## config.mk

```make
export PLATFORM = sky130hd
export DESIGN_NAME = mem_lsu_flat
export DESIGN_NICKNAME = d
export VERILOG_FILES = /design/src/rtl/mem_lsu_pkg.sv /design/src/rtl/mem_lsu_if.sv /design/src/rtl/mem_lsu_align.sv /design/src/rtl/mem_lsu.sv /design/src/flat_wrapper.sv
export SDC_FILE = /design/constraint.sdc
export NUM_CORES = 1
export LEC_CHECK = 0
export BUFFER_PORTS_ARGS = -buffer_cell sky130_fd_sc_hd__buf_2
export CORE_UTILIZATION = 50
export DETAILED_ROUTE_END_ITERATION = 10
export MAX_ROUTING_LAYER = met4
export PLACE_DENSITY_LB_ADDON = 0.08
export REMOVE_ABC_BUFFERS = 1
export SYNTH_ARGS = -nofsm -noshare
export SYNTH_HDL_FRONTEND = slang
export SYNTH_SLANG_ARGS = --single-unit
```

## constraint.sdc

```tcl
create_clock -name clk -period 5.9 [get_ports clk]
set_input_delay 1.18 -clock clk [delete_from_list [all_inputs] [get_ports clk]]
set_output_delay 1.18 -clock clk [all_outputs]
set_load 0.01 [all_outputs]
```

## src/rtl/mem_lsu_pkg.sv

```systemverilog
// Shared constants and state encoding for the mem_lsu load/store unit.
package lsu_pkg;

    localparam int unsigned LSU_DATA_W = 32;

    localparam logic [2:0] F3_B  = 3'b000;
    localparam logic [2:0] F3_H  = 3'b001;
    localparam logic [2:0] F3_W  = 3'b010;
    localparam logic [2:0] F3_BU = 3'b100;
    localparam logic [2:0] F3_HU = 3'b101;

    typedef enum logic [1:0] {
        IDLE  = 2'd0,
        READ  = 2'd1,
        WRITE = 2'd2,
        RESP  = 2'd3
    } lsu_state_e;

endpackage

```

## src/rtl/mem_lsu_if.sv

```systemverilog
// Core request/response and word-memory signals of the load/store unit.
interface mem_lsu_if #(
    parameter int unsigned DATA_WIDTH = 32,
    parameter int unsigned ADDR_WIDTH = 32
);
    logic                  req_valid;
    logic                  req_ready;
    logic                  req_we;
    logic [2:0]            req_funct3;
    logic [ADDR_WIDTH-1:0] req_addr;
    logic [DATA_WIDTH-1:0] req_wdata;
    logic                  resp_valid;
    logic [DATA_WIDTH-1:0] resp_rdata;
    logic                  resp_err;
    logic [ADDR_WIDTH-1:0] mem_addr;
    logic                  mem_wr_en;
    logic [DATA_WIDTH-1:0] mem_wr_data;
    logic [DATA_WIDTH-1:0] mem_rd_data;

    // LSU side
    modport slave (
        input  req_valid, req_we, req_funct3, req_addr, req_wdata, mem_rd_data,
        output req_ready, resp_valid, resp_rdata, resp_err,
        output mem_addr, mem_wr_en, mem_wr_data
    );

    // Core plus memory side
    modport master (
        output req_valid, req_we, req_funct3, req_addr, req_wdata, mem_rd_data,
        input  req_ready, resp_valid, resp_rdata, resp_err,
        input  mem_addr, mem_wr_en, mem_wr_data
    );
endinterface

```

## src/rtl/mem_lsu_align.sv

```systemverilog
// Combinational lane logic: load extraction/extension, store merge, access legality.
module lsu_align
    import lsu_pkg::*;
(
    input  logic [2:0]            funct3,
    input  logic                  we,
    input  logic [1:0]            addr_lo,
    input  logic [LSU_DATA_W-1:0] word,
    input  logic [LSU_DATA_W-1:0] wdata,
    output logic [LSU_DATA_W-1:0] load_data,
    output logic [LSU_DATA_W-1:0] store_word,
    output logic                  illegal
);
    logic [7:0]  byte_sel;
    logic [15:0] half_sel;
    logic        misaligned;
    logic        bad_f3;

    always_comb begin
        byte_sel = 8'(word >> {addr_lo, 3'b000});
        half_sel = addr_lo[1] ? word[31:16] : word[15:0];

        load_data = '0;
        unique case (funct3)
            F3_B:    load_data = {{24{byte_sel[7]}}, byte_sel};
            F3_BU:   load_data = {24'd0, byte_sel};
            F3_H:    load_data = {{16{half_sel[15]}}, half_sel};
            F3_HU:   load_data = {16'd0, half_sel};
            F3_W:    load_data = word;
            default: load_data = '0;
        endcase

        store_word = word;
        unique case (funct3)
            F3_B:    store_word[{addr_lo, 3'b000} +: 8] = wdata[7:0];
            F3_H: begin
                if (addr_lo[1]) store_word[31:16] = wdata[15:0];
                else            store_word[15:0]  = wdata[15:0];
            end
            F3_W:    store_word = wdata;
            default: store_word = word;
        endcase

        // funct3[1:0] gives the access size for both signed and unsigned loads
        unique case (funct3[1:0])
            2'b01:   misaligned = addr_lo[0];
            2'b10:   misaligned = |addr_lo;
            default: misaligned = 1'b0;
        endcase

        if (we) bad_f3 = (funct3 >= 3'd3);
        else    bad_f3 = (funct3 == 3'd3) || (funct3 == 3'd6) || (funct3 == 3'd7);

        illegal = misaligned | bad_f3;
    end
endmodule

```

## src/rtl/mem_lsu.sv

```systemverilog
// RV32I load/store unit: one request at a time, stores done as read-modify-write.
module mem_lsu
    import lsu_pkg::*;
#(
    parameter int unsigned DATA_WIDTH = 32,
    parameter int unsigned ADDR_WIDTH = 32
) (
    input  logic       clk,
    input  logic       reset,
    mem_lsu_if.slave   bus
);
    lsu_state_e            state_q, state_d;
    logic                  we_q, we_d;
    logic [2:0]            f3_q, f3_d;
    logic [1:0]            addr_lo_q, addr_lo_d;
    logic [DATA_WIDTH-1:0] wdata_q, wdata_d;
    logic [DATA_WIDTH-1:0] buf_q, buf_d;
    logic [ADDR_WIDTH-1:0] mem_addr_q, mem_addr_d;
    logic                  resp_valid_q, resp_valid_d;
    logic                  resp_err_q, resp_err_d;
    logic [DATA_WIDTH-1:0] resp_rdata_q, resp_rdata_d;

    logic                  is_idle;
    logic [2:0]            al_f3;
    logic                  al_we;
    logic [1:0]            al_lo;
    logic [DATA_WIDTH-1:0] al_word;
    logic [DATA_WIDTH-1:0] load_data;
    logic [DATA_WIDTH-1:0] store_word;
    logic                  illegal;

    // In IDLE the aligner judges the incoming request; afterwards it works on
    // the latched one, seeing the live read word in READ and the buffer later.
    always_comb begin
        is_idle = (state_q == IDLE);
        al_f3   = is_idle ? bus.req_funct3   : f3_q;
        al_we   = is_idle ? bus.req_we       : we_q;
        al_lo   = is_idle ? bus.req_addr[1:0] : addr_lo_q;
        al_word = (state_q == READ) ? bus.mem_rd_data : buf_q;
    end

    lsu_align u_align (
        .funct3     (al_f3),
        .we         (al_we),
        .addr_lo    (al_lo),
        .word       (al_word),
        .wdata      (wdata_q),
        .load_data  (load_data),
        .store_word (store_word),
        .illegal    (illegal)
    );

    always_comb begin
        state_d      = state_q;
        we_d         = we_q;
        f3_d         = f3_q;
        addr_lo_d    = addr_lo_q;
        wdata_d      = wdata_q;
        buf_d        = buf_q;
        mem_addr_d   = mem_addr_q;
        resp_valid_d = 1'b0;
        resp_err_d   = 1'b0;
        resp_rdata_d = '0;

        unique case (state_q)
            IDLE: begin
                if (bus.req_valid) begin
                    we_d      = bus.req_we;
                    f3_d      = bus.req_funct3;
                    addr_lo_d = bus.req_addr[1:0];
                    wdata_d   = bus.req_wdata;
                    if (illegal) begin
                        state_d      = RESP;
                        resp_valid_d = 1'b1;
                        resp_err_d   = 1'b1;
                    end else begin
                        state_d    = READ;
                        mem_addr_d = {bus.req_addr[ADDR_WIDTH-1:2], 2'b00};
                    end
                end
            end
            READ: begin
                buf_d = bus.mem_rd_data;
                if (we_q) begin
                    state_d = WRITE;
                end else begin
                    state_d      = RESP;
                    resp_valid_d = 1'b1;
                    resp_rdata_d = load_data;
                end
            end
            WRITE: begin
                state_d      = RESP;
                resp_valid_d = 1'b1;
            end
            RESP: begin
                state_d    = IDLE;
                mem_addr_d = '0;
            end
            default: state_d = IDLE;
        endcase
    end

    always_ff @(posedge clk or posedge reset) begin
        if (reset) begin
            state_q      <= IDLE;
            we_q         <= 1'b0;
            f3_q         <= '0;
            addr_lo_q    <= '0;
            wdata_q      <= '0;
            buf_q        <= '0;
            mem_addr_q   <= '0;
            resp_valid_q <= 1'b0;
            resp_err_q   <= 1'b0;
            resp_rdata_q <= '0;
        end else begin
            state_q      <= state_d;
            we_q         <= we_d;
            f3_q         <= f3_d;
            addr_lo_q    <= addr_lo_d;
            wdata_q      <= wdata_d;
            buf_q        <= buf_d;
            mem_addr_q   <= mem_addr_d;
            resp_valid_q <= resp_valid_d;
            resp_err_q   <= resp_err_d;
            resp_rdata_q <= resp_rdata_d;
        end
    end

    assign bus.req_ready   = is_idle;
    assign bus.mem_wr_en   = (state_q == WRITE);
    assign bus.mem_wr_data = (state_q == WRITE) ? store_word : '0;
    assign bus.mem_addr    = mem_addr_q;
    assign bus.resp_valid  = resp_valid_q;
    assign bus.resp_err    = resp_err_q;
    assign bus.resp_rdata  = resp_rdata_q;
endmodule
```

## src/flat_wrapper.sv

```systemverilog
// flat-port wrapper written by rule: the top's interface ports become plain ports
module mem_lsu_flat import lsu_pkg::*;
#(
    parameter int unsigned DATA_WIDTH = 32,
    parameter int unsigned ADDR_WIDTH = 32
)
  (clk, reset, bus_req_valid, bus_req_we, bus_req_funct3, bus_req_addr, bus_req_wdata, bus_mem_rd_data, bus_req_ready, bus_resp_valid, bus_resp_rdata, bus_resp_err, bus_mem_addr, bus_mem_wr_en, bus_mem_wr_data);
  mem_lsu_if #(.DATA_WIDTH(DATA_WIDTH), .ADDR_WIDTH(ADDR_WIDTH)) bus_i ();
  input  logic clk;
  input  logic reset;
  input wire logic [$bits(bus_i.req_valid)-1:0] bus_req_valid;
  input wire logic [$bits(bus_i.req_we)-1:0] bus_req_we;
  input wire logic [$bits(bus_i.req_funct3)-1:0] bus_req_funct3;
  input wire logic [$bits(bus_i.req_addr)-1:0] bus_req_addr;
  input wire logic [$bits(bus_i.req_wdata)-1:0] bus_req_wdata;
  input wire logic [$bits(bus_i.mem_rd_data)-1:0] bus_mem_rd_data;
  output wire logic [$bits(bus_i.req_ready)-1:0] bus_req_ready;
  output wire logic [$bits(bus_i.resp_valid)-1:0] bus_resp_valid;
  output wire logic [$bits(bus_i.resp_rdata)-1:0] bus_resp_rdata;
  output wire logic [$bits(bus_i.resp_err)-1:0] bus_resp_err;
  output wire logic [$bits(bus_i.mem_addr)-1:0] bus_mem_addr;
  output wire logic [$bits(bus_i.mem_wr_en)-1:0] bus_mem_wr_en;
  output wire logic [$bits(bus_i.mem_wr_data)-1:0] bus_mem_wr_data;
  assign bus_i.req_valid = bus_req_valid;
  assign bus_i.req_we = bus_req_we;
  assign bus_i.req_funct3 = bus_req_funct3;
  assign bus_i.req_addr = bus_req_addr;
  assign bus_i.req_wdata = bus_req_wdata;
  assign bus_i.mem_rd_data = bus_mem_rd_data;
  assign bus_req_ready = bus_i.req_ready;
  assign bus_resp_valid = bus_i.resp_valid;
  assign bus_resp_rdata = bus_i.resp_rdata;
  assign bus_resp_err = bus_i.resp_err;
  assign bus_mem_addr = bus_i.mem_addr;
  assign bus_mem_wr_en = bus_i.mem_wr_en;
  assign bus_mem_wr_data = bus_i.mem_wr_data;
  mem_lsu #(.DATA_WIDTH(DATA_WIDTH), .ADDR_WIDTH(ADDR_WIDTH)) u_core (.clk(clk), .reset(reset), .bus(bus_i));
endmodule
```

-- Yosys cells after proc, flatten, opt, wreduce, memory -nomap -nowiden
Cells that the tools add are included.
- register bits: 138
- bits in latches: 0
- memory bits (writable): 0
- bits in read-only memories: 0
- bits of input ports: 103
- logic and storage cells: 65
- memories: 0
- $add $sub $neg: 1
- $mul: 0
- div/mod/pow operators: 0
- $lt $le $gt $ge: 1
- eq/ne operators: 14
- shift operators: 3
- muxes and demuxes: 27
- bitwise operators: 1
- reduce and logical (&&, ||, !) cells: 8
- operators with widths (kind ; count):
    32-bit 2-to-1 mux ; 6
    32-bit case mux with 5 select lines ; 1
    32-bit case mux with 3 select lines ; 1
    32-bit case mux with 2 select lines ; 1
    16-bit 2-to-1 mux ; 3
    32-bit bitwise mux ; 1
    8-bit by 7-bit variable shift with 32-bit output (first input constant) ; 1
    8-bit by 7-bit indexed part select with 32-bit output ; 1
    32-bit by 5-bit right shift with 8-bit output ; 1
    3-bit equality test (second input constant) ; 4
    2-bit case mux with 4 select lines ; 1
    1-bit 2-to-1 mux ; 7
    5-bit negator with 7-bit output ; 1
    2-bit equality test (second input constant) ; 3
    3-bit by 2-bit equality test with 1-bit output (second input constant) ; 2
    2-bit 2-to-1 mux ; 3
    2-bit by 1-bit equality test with 1-bit output (second input constant) ; 2
    2-bit != test (second input constant) ; 2
    3-bit by 1-bit equality test with 1-bit output (second input constant) ; 1
    3-bit by 2-bit >= comparator with 1-bit output (second input constant) ; 1
    3-bit zero test ; 1
    3-bit 2-to-1 mux ; 1
    1-bit case mux with 3 select lines ; 1
    3-bit AND reduction ; 1
    other kinds (7) ; 8

-- Depth between registers and ports, before layout
- word-level depth: 10
- mapped depth: 12
- mapped depth without buffers: 10

-- By module
Synthesis repeated with hierarchy kept, for this count alone.
- cell total of the unflattened synthesis: 603
- area total of the unflattened synthesis: 6935.4 µm²
- by module, submodules not included (module ; instances ; cells each ; area each (µm²) ; seq. area each (µm²)):
    mem_lsu ; 1 ; 357 ; 5291.3 ; 3403.3
    lsu_align ; 1 ; 246 ; 1644.1 ; 0.0

-- Worst setup path after synthesis
Ideal clock, no wire load.
- kind: input port to output port
- start point: in bus_req_addr[1]
- end point: out bus_mem_wr_data[24]
- arrival: 2891 ps
- required time: 4720 ps
- slack: 1829 ps
- stages on the path: 9
- path through: mux2i_2 -> buf_2 -> buf_2 -> ha_1 -> inv_1 -> a221oi_4 -> a222oi_1 -> o21ai_1 -> and2_1
- cells in the longest elaborated chain, start to end: 6
- ends and longest elaborated chain (item ; line ; RTL):
    start, declared ; flat_wrapper.sv:14 ; input wire logic [$bits(bus_i.req_addr)-1:0] bus_req_addr;
    2-bit 2-to-1 mux (*) ; mem_lsu.sv:38 ; al_lo = is_idle ? bus.req_addr[1:0] : addr_lo_q;
    5-bit negator with 7-bit output ; mem_lsu_align.sv:35 ; F3_B: store_word[{addr_lo, 3'b000} +: 8] = wdata[7:0];
    8-bit by 7-bit indexed part select with 32-bit output or 8-bit by 7-bit variable shift with 32-bit output (tied branches) ; mem_lsu_align.sv:35 ;
    32-bit bitwise mux ; mem_lsu_align.sv:35 ;
    32-bit case mux with 3 select lines (*) ; mem_lsu_align.sv:34 ; unique case (funct3)
    32-bit 2-to-1 mux (*) ; mem_lsu.sv:132 ; assign bus.mem_wr_data = (state_q == WRITE) ? store_word : '0;
    end, declared ; flat_wrapper.sv:23 ; output wire logic [$bits(bus_i.mem_wr_data)-1:0] bus_mem_wr_data;
Mark *: on every way between the ends. The rest lies on a longest branch, timed or not.

-- Final worst setup path
- start point: reg u_core.state_q[0]
- end point: out bus_mem_wr_data[29]
- cells in the longest elaborated chain, start to end: 7
- ends and longest elaborated chain (item ; line ; RTL):
    start, declared ; mem_lsu.sv:12 ; lsu_state_e state_q, state_d;
    start signal, assigned ; mem_lsu.sv:117 ; state_q <= state_d;
    2-bit zero test ; mem_lsu.sv:35 ; is_idle = (state_q == IDLE);
    2-bit 2-to-1 mux ; mem_lsu.sv:38 ;
    5-bit negator with 7-bit output ; mem_lsu_align.sv:35 ;
    8-bit by 7-bit indexed part select with 32-bit output or 8-bit by 7-bit variable shift with 32-bit output (tied branches) ; mem_lsu_align.sv:35 ;
    32-bit bitwise mux ; mem_lsu_align.sv:35 ;
    32-bit case mux with 3 select lines ; mem_lsu_align.sv:34 ;
    32-bit 2-to-1 mux (*) ; mem_lsu.sv:132 ;
Marks and branches as above.

==> results.toml <==
[min_path]
hold_start = "u_core.bus.mem_addr[21]"
hp-class = "flop to flop"
hold_depth = 1

[route]
via_per_inst = 5.636
drc = 0
ant_nets = 0
dr.first_iter.drc_count = 408
wire_per_inst_um = 18.89
dr.pass1.iters = 5
vias = 5213
drt-total-wl_um = 17470

[yosys]
synth_cell_types = 54
syn_inst = 549
async_reset_ff_share_pct = 100.0
ys_seq_area_share_pct = 52.75
yosysWarnings = 0
avgSynthCellArea_um2 = 11.75
synth_edf_count = 0
syn_area_um2 = 6451
synth_top_area_share_pct = 52.75
ys_top_cells_by_area = "dfrtp_1 (53%), mux2_2 (11%), a22o_1 (4.2%), a22oi_1 (2.7%), a221o_1 (2.6%)"
ys_ff_latch = 136
synth_flop_cell = "dfrtp_1"
yosysTopAreaCell = "dfrtp_1"

[placed_design]
io_buffers = 200
globalplace.congestion = 0.9046
place_inst = 893
place_hpwl_um = 12780

[critical_path]
setup.worst_path.start_class = "flop"
crit_start = "u_core.state_q[0]"
crit_path_end_kind = "primary output"
crit_slowest_cell = "ha_1"
cp_top_family = "adder cells"
crit_chain = "inv_1, ha_1, buf_4, mux2i_2, inv_2, ha_1, inv_1, a221oi_4, a222oi_1, o21ai_1, and2_1, buf_2"
worst-path-stages = 12
worstSetupPathType = "flop to primary output"
path_buf_inv = 5
crit_path_max_fanout = 17
worstPathArrival_ps = 3730
cp_slowest_stage_delay_ps = 500
r2r-start = "u_core.state_q[0]"
r2r_cells = 9
cp_data_required_time_ps = 4720

[cells_and_area]
multiInputGateArea_um2 = 2761
fillers = 1027
drive_gt1_share_pct = 42.76
stdcell_count = 925
nets = 848
antenna_cells = 0
ff_latch_area_um2 = 3403
area_delta_synth_final_pct = 27.08

[clock_tree]
ctsResizeCount = 0
post-cts-setup-buffers = 0
insertion_delay_ps = 420
numCtsBuffers = 17
clk_pin_slew_ps = 60
root_buffer = "clkbuf_16"
clk_path_buf_depth = 2
cts_sinks = 136
cts_hold_buf = 0
h-tree-depth = 4
cts_tree = "yes"

[sta]
period_share_pct = 83.22
finalHoldViolCount = 0
drv_slew = 0
setup_viol = 0
relSlewSlack_pct = 16.38
hold-worst-slack_ps = 499.8
worst_pin_slew_ps = 1253
rsz0062_at_grt = "no"
fmax_mhz = 203.7
setup-tns-final_ps = 0
fin_crit_ps = 4910
fin_worst_skew_ps = 5.857

[grt]
overflow = 0
grt_pass1_vias = 5101
grt_pass1_wl_um = 27970
grt_max_degree = 81
antenna_found_initial = 0
gr-usage-met3_pct = 6.799
gr-usage-met1_pct = 38.14
busiest_layer = "met2"
grt_usage_pct = 28.93
grtUsageMet2_pct = 42.99

[die]
dieHeight_um = 115.6
std_cell_rows = 41
dieArea_um2 = 13360
die_w_um = 115.6
core-area_um2 = 12620
start_util_pct = 51.12
ioPinCount = 203

[power_and_ir_drop]
p_per_area_nw_per_um2 = 620.2
clkPwrFrac_pct = 22.4
sw_frac_of_total_pct = 39.98
p_comb_share_pct = 46.3
internal_power_uw = 3051
ir_drop_mv = 0.3470
seqPwrFrac_pct = 31.3
leakage_uw = 0.004130
switchingPower_uw = 2033

[outcome]
outcome = "complete, no violations"

[job]
maxCapViolations = 0
## worst reg2reg max path: cells and delay by family, from the launching register on
family / cells / cell delay (ps)
AOI/OAI and AO/OA: 3 / 1140
buffers and inverters: 3 / 720
muxes: 2 / 600
adders and majority gates: 1 / 500
DFF: 1 / 410
## power groups by stage
| stage | registers, µW | logic [µW] | clock network (µW) |
|---|---|---|---|
| floorplan | 1590 | 1500 | 0 |
| global placement | 1580 | 2300 | 0 |
| detailed placement | 1590 | 2330 | 0 |
| CTS | 1590 | 2340 | 1160 |
| global route | 1640 | 2580 | 1200 |
| finish | 1590 | 2350 | 1140 |
## final timing paths
check	slack, ps	to
hold / removal	500	u_core.bus.mem_addr[21]
setup / recovery	990	bus_mem_wr_data[29]
max in group asynchronous	3820	u_core.bus.resp_rdata[22]
setup reg to reg	2340	u_core.bus.resp_rdata[16]
min in group asynchronous	900	u_core.bus.mem_addr[25]
hold reg to reg	500	u_core.bus.mem_addr[21]
## area by class of cell
class / instances / share of cell area [%]
Clock buffer: 20 / 5.571
Clock inverter: 12 / 2.274
Inverter: 31 / 1.480
Multi-Input combinational cell: 347 / 33.68
Sequential cell: 136 / 41.51
Tap cell: 172 / 2.625
Timing Repair Buffer: 207 / 12.85
## synthesized netlist by cell type (4+ instances only)
cell       count
dfrtp_1      136
mux2_2        65
a22o_1        31
inv_1         29
buf_2         25
nand2_1       25
a22oi_1       23
o21ai_1       19
a21oi_1       18
o21ai_0       18
a221o_1       17
nor2_1        16
nor2b_1       14
mux2i_1       11
o2bb2ai_1      9
a222oi_1       8
and2_1         8
and3_1         8
clkbuf_1       7
nand3_1        6
ha_1           5
nor3_1         5
o211ai_1       4
## state kept, by name, summed over array words and instances, names as in the netlist
name and count:
u_core.buf_q 32, u_core.bus.resp_rdata 32, u_core.wdata_q 32, u_core.bus.mem_addr 30, u_core.f3_q 3, u_core.addr_lo_q 2, u_core.state_q 2, u_core.bus.resp_err 1
u_core.bus.resp_valid 1, u_core.we_q 1
## cell families (layout without fill, tap and decap cells)
logic type | count (synthesis) | count (layout) | share of synthesized area [%]
AOI/OAI and AO/OA | 165 | 165 | 19.53
other | 1 | 2 | 0.05813
muxes | 79 | 79 | 13.83
and+or+nand+nor | 96 | 96 | 8.185
DFF | 136 | 136 | 52.75
adders and majority gates | 5 | 5 | 0.9697
buffers and inverters | 67 | 270 | 4.674
## layer usage
metal  up-vias  wire (µm)
met3        28       1296
met5         -          0
li1       2422          -
met1      2517       7692
met4         0        393
met2       246       8090
## through the flow
stage / total power [µW] / util, % / setup slack (ps) / area (µm²)
floorplan: 3092 / - / 1081 / 6270
global placement: 3880 / 59.87 / 1526 / 7555
detailed placement: 3924 / 59.87 / 1436 / 7555
CTS: 5090 / 64.96 / 962.5 / 8198
global route: 5420 / 64.96 / 692.8 / 8198
finish: 5084 / 64.96 / 989.7 / 8198
## cells in the final DEF (no fill, tap or decap), drive strengths merged, types with 14 or more instances in the layout
cell	n
buf	207
dfrtp	136
mux2	65
o21ai	38
inv	36
a22o	31
nand2	25
a22oi	23
a21oi	20
clkbuf	20
a221o	17
nor2	16
nor2b	14
mux2i	14
No activity file was read; power rests on OpenSTA's default activity.
